--- src/rtl/uart_rx_pkg.sv ---
// Shared types and constants for the UART receive controller.
// Also holds the preload helper for the first mid-bit strobe.
package uart_rx_pkg;

  localparam int NUM_FRAME_BITS = 9;

  typedef enum logic [2:0] {
    IDLE,
    START,
    RECEIVE,
    STOP_CHK,
    LOAD
  } rx_state_t;

  // The counter is loaded in START and counts down from T0+2 onward.
  // Reaching zero after this many cycles puts strobe 0 at T0 + 1.5 bit periods.
  function automatic int first_strobe_preload(input int clks_per_bit);
    return (3 * clks_per_bit) / 2 - 2;
  endfunction

endpackage

--- src/rtl/rx_bit_timer.sv ---
// Clock and bit counters for the receive controller.
// Produces mid-bit shift strobes and flags the strobe that completes the frame.
module rx_bit_timer
  import uart_rx_pkg::*;
#(
  parameter int CLKS_PER_BIT = 10
) (
  input  logic clk,
  input  logic n_rst,
  input  logic clear,
  input  logic enable,
  output logic shift_strobe,
  output logic frame_done
);

  localparam int CW = $clog2(2 * CLKS_PER_BIT);
  localparam int BW = $clog2(NUM_FRAME_BITS + 1);
  localparam logic [CW-1:0] PRELOAD = CW'(first_strobe_preload(CLKS_PER_BIT));
  localparam logic [CW-1:0] RELOAD  = CW'(CLKS_PER_BIT - 1);
  localparam logic [BW-1:0] LAST_BIT = BW'(NUM_FRAME_BITS - 1);

  logic [CW-1:0] clk_cnt;
  logic [BW-1:0] bit_cnt;

  assign shift_strobe = enable && (clk_cnt == '0);
  assign frame_done   = shift_strobe && (bit_cnt == LAST_BIT);

  always_ff @(posedge clk) begin
    if (!n_rst) begin
      clk_cnt <= '0;
      bit_cnt <= '0;
    end else if (clear) begin
      clk_cnt <= PRELOAD;
      bit_cnt <= '0;
    end else if (enable) begin
      if (clk_cnt == '0) begin
        clk_cnt <= RELOAD;
        bit_cnt <= bit_cnt + 1'b1;
      end else begin
        clk_cnt <= clk_cnt - 1'b1;
      end
    end
  end

endmodule

--- src/rtl/uart_rx_ctrl.sv ---
// UART receive control FSM: sequences the 9-bit shift register, checks the
// stop bit, then either loads the receive buffer or raises a sticky framing error.
module uart_rx_ctrl
  import uart_rx_pkg::*;
#(
  parameter int CLKS_PER_BIT = 10
) (
  input  logic clk,
  input  logic n_rst,
  input  logic start_bit_detected,
  input  logic stop_bit,
  output logic shift_strobe,
  output logic sbc_clear,
  output logic sbc_enable,
  output logic load_buffer,
  output logic framing_error,
  output logic busy
);

  rx_state_t state, next_state;
  logic      frame_done;

  rx_bit_timer #(
    .CLKS_PER_BIT(CLKS_PER_BIT)
  ) u_bit_timer (
    .clk         (clk),
    .n_rst       (n_rst),
    .clear       (state == START),
    .enable      (state == RECEIVE),
    .shift_strobe(shift_strobe),
    .frame_done  (frame_done)
  );

  // The error flag clears on the edge entering START so it is already low there.
  always_ff @(posedge clk) begin
    if (!n_rst) begin
      state         <= IDLE;
      framing_error <= 1'b0;
    end else begin
      state <= next_state;
      if (state == IDLE && start_bit_detected) begin
        framing_error <= 1'b0;
      end else if (state == STOP_CHK && !stop_bit) begin
        framing_error <= 1'b1;
      end
    end
  end

  always_comb begin
    next_state = state;
    case (state)
      IDLE:     if (start_bit_detected) next_state = START;
      START:    next_state = RECEIVE;
      RECEIVE:  if (frame_done) next_state = STOP_CHK;
      STOP_CHK: next_state = stop_bit ? LOAD : IDLE;
      LOAD:     next_state = IDLE;
      default:  next_state = IDLE;
    endcase
  end

  assign sbc_clear   = (state == START);
  assign sbc_enable  = (state == STOP_CHK);
  assign load_buffer = (state == LOAD);
  assign busy        = (state != IDLE);

endmodule
--- config.mk ---
export PLATFORM = sky130hd
export DESIGN_NAME = uart_rx_ctrl
export DESIGN_NICKNAME = d
export VERILOG_FILES = /design/src/rtl/uart_rx_pkg.sv /design/src/rtl/rx_bit_timer.sv /design/src/rtl/uart_rx_ctrl.sv
export SDC_FILE = /design/constraint.sdc
export NUM_CORES = 1
export LEC_CHECK = 0
export BUFFER_PORTS_ARGS = -buffer_cell sky130_fd_sc_hd__buf_2
export CAP_MARGIN = 20
export CORE_ASPECT_RATIO = 0.8
export CORE_MARGIN = 1.5
export CORE_UTILIZATION = 35
export CTS_CLUSTER_SIZE = 25
export DETAILED_ROUTE_END_ITERATION = 7
export GPL_TIMING_DRIVEN = 1
export SYNTH_ARGS = -nofsm -noshare
export SYNTH_HDL_FRONTEND = slang
export SYNTH_HIERARCHICAL = 1
export SYNTH_SLANG_ARGS = --single-unit
--- constraint.sdc ---
create_clock -name clk -period 1.85 [get_ports clk]
set_input_delay 0.2775 -clock clk [delete_from_list [all_inputs] [get_ports clk]]
set_output_delay 0.2775 -clock clk [all_outputs]
set_load 0.05 [all_outputs]
==> results.py <==
metrics = {
    "clock_tree": {
        "cts_tree": "done",
        "cts_setup_buffers": 0,
        "cts_root_buffer": "clkbuf_4",
        "cts_buffers": 3,
        "cts.sinks": 13,
        "insertion_delay_ns": 0.28,
        "clkTransAtPathRegs_ns": 0.09,
        "holdBufCountCts": 0,
        "htree_levels": 1,
        "clock_path_buffers": 2,
    },
    "sta": {
        "max_slew_margin_pct": 78.80,
        "period_share_pct": 94.65,
        "fin_crit_ns": 1.751,
        "fmax_mhz": 571.1,
        "finalSetupTns_ns": 0,
        "rsz0062_at_grt": "true",
        "finalSetupViolCount": 0,
        "setup_slack_ns": 0.09893,
        "tightest_slew_ns": 0.3099,
        "fin_skew_ns": 0.008146,
        "finalMaxSlewViolations": 0,
        "fin_hold_ws_ns": 0.2417,
        "hold_viol_final": 0,
    },
    "synthesis": {
        "ys_seq_area_share_pct": 39.69,
        "synth-edff-count": 0,
        "synth_warnings": 6,
        "syn_area_um2": 655.6,
        "syn_inst": 68,
        "synthesis.nets": 75,
        "ys_types": 32,
        "async_flop_share_pct": 0,
        "synth.avg_cell_area_um2": 9.642,
        "synth-seq-cells": 13,
        "synth_flop_cell": "dfxtp_1",
    },
    "route": {
        "wl_mm": 1.391,
        "first_iter_violations": 7,
        "route.vias.total": 544,
        "avgViaCountPerCell": 5.132,
        "remaining_drc_errors": 0,
        "drtAntennaViolNets": 0,
        "wl_per_cell_um": 13.12,
        "firstDrtPassIters": 4,
    },
    "power": {
        "p_leak_nw": 0.3340,
        "power_density_nw_per_um2": 799.2,
        "vdd_drop_max_mv": 0.4090,
    },
    "cells_and_area": {
        "final_cell_mix": "dfxtp_1 (13), buf_2 (8), inv_1 (6)",
        "final_util_pct": 47.93,
        "drive_above_1_share_pct": 29.76,
        "final_nets": 92,
        "final_common_cell": "dfxtp_1",
        "filler_cell_count": 180,
        "area.growth.synth_to_final_pct": 23.66,
        "regArea_um2": 260.3,
        "multiInputGateArea_um2": 385.4,
        "antenna_cells": 0,
    },
    "die": {
        "die_y_um": 41.71,
        "dieWidth_um": 51.39,
        "dieArea_um2": 2143,
        "core_area_um2": 1692,
        "fp-row-count": 13,
        "boundaryPins": 10,
        "initial_core_util_pct": 38.76,
    },
    "worst_hold_path": {
        "min-delay-path-class": "in2reg",
    },
    "worst_setup_path": {
        "critPathKind": "reg2out",
        "critPathMaxFanout": 10,
        "start_kind": "flip-flop",
        "crit_path_end_kind": "output port",
        "cp.required_ns": 1.57,
        "worstPathArrival_ns": 1.47,
    },
    "placement": {
        "port_buffers": 9,
        "gp_congestion": 0.7182,
        "hpwl_mm": 1.048,
        "dpl_worst_slack_ns": 0.2046,
    },
    "grt": {
        "grt_use_total_pct": 15.54,
        "grt_pass1_wl_mm": 2.490,
        "antenna_found_initial": 0,
        "grt_pass1_vias": 552,
        "grt_max_degree": 11,
        "grt.overflow.total": 0,
    },
    "outcome": {
        "status": "finished clean",
    },
    "run": {
        "max_cap_violations": 0,
    },
}
## synth_stat cells, types with 3 or more instances
library cell   n  area (um^2)
ha_1           3        37.54
nor3b_1        4        30.03
inv_1          6        22.52
dfxtp_1       13        260.3
nand2_1        5        18.77
a21oi_1        3        15.01
## stage by stage
stage	power, mW	instances	area [um^2]
final	0.6480	106	810.8
after floorplan	0.4305	68	673.1
after global placement	0.4656	102	767.0
after CTS	0.6554	106	800.8
after global routing	0.6910	106	810.8
after detailed placement	0.4701	102	767.0
## power by group
part | switching (mW) | leakage, nW | internal [mW]
registers | 0.0144 | 0.106 | 0.299
clock network | 0.0950 | 0.0150 | 0.0836
logic | 0.0901 | 0.213 | 0.0658
## sequential cells by signal (all words and copies together) (netlist names)
| signal | cells |
|---|---|
| framing_error | 1 |
| state | 3 |
| u_bit_timer/bit_cnt | 4 |
| u_bit_timer/clk_cnt | 5 |
## worst max-delay path, cell delays in order, from the launching register on
cell and delay, ns:
dfxtp_1 0.34, inv_1 0.07, ha_1 0.18, nand4bb_1 0.11, buf_4 0.19, nor2_4 0.13, buf_6 0.17
## logic make-up after synthesis
logic type | count (synthesis) | synth area share [%]
and+or+nand+nor | 27 | 28.25
DFF | 13 | 39.69
AOI/OAI and AO/OA | 11 | 12.02
buffers and inverters | 8 | 5.915
xor gates and xnor gates | 4 | 5.344
adders and majority gates | 3 | 5.726
muxes | 2 | 3.054
## path summary, 6_finish.rpt
check,from,to,slack [ns],cells after the start
max reg2reg,u_bit_timer/clk_cnt[0],state[0],0.23,7
min,stop_bit,state[2],0.24,2
max,u_bit_timer/clk_cnt[0],shift_strobe,0.1,6
min reg2reg,u_bit_timer/bit_cnt[3],u_bit_timer/bit_cnt[3],0.49,2
## area by class of cell
class                   instances  share of cell area [%]
inverters                       6                   2.778
well taps                      22                   3.395
multi-input cells              47                   47.53
clock buffers                   4                   3.241
flip-flops and latches         13                   32.10
repair buffers                 14                   10.96
## routing by layer
metal  share of wire, %  vias to the layer above  wire [um]  global-route usage, %
li1                   -                      280          -                      -
met1                 51                      258        715                  21.51
met2                 45                        6        632                  22.56
met3                3.1                        0         43                  6.475
met4                  0                        0          0                  3.158
met5                  0                        -          0                      0
## repair_timing
item	CTS	global route
setup endpoints to repair	1	2
gates cloned	0	0
gates resized for setup	2	2
(Power assumes the default switching activity.)
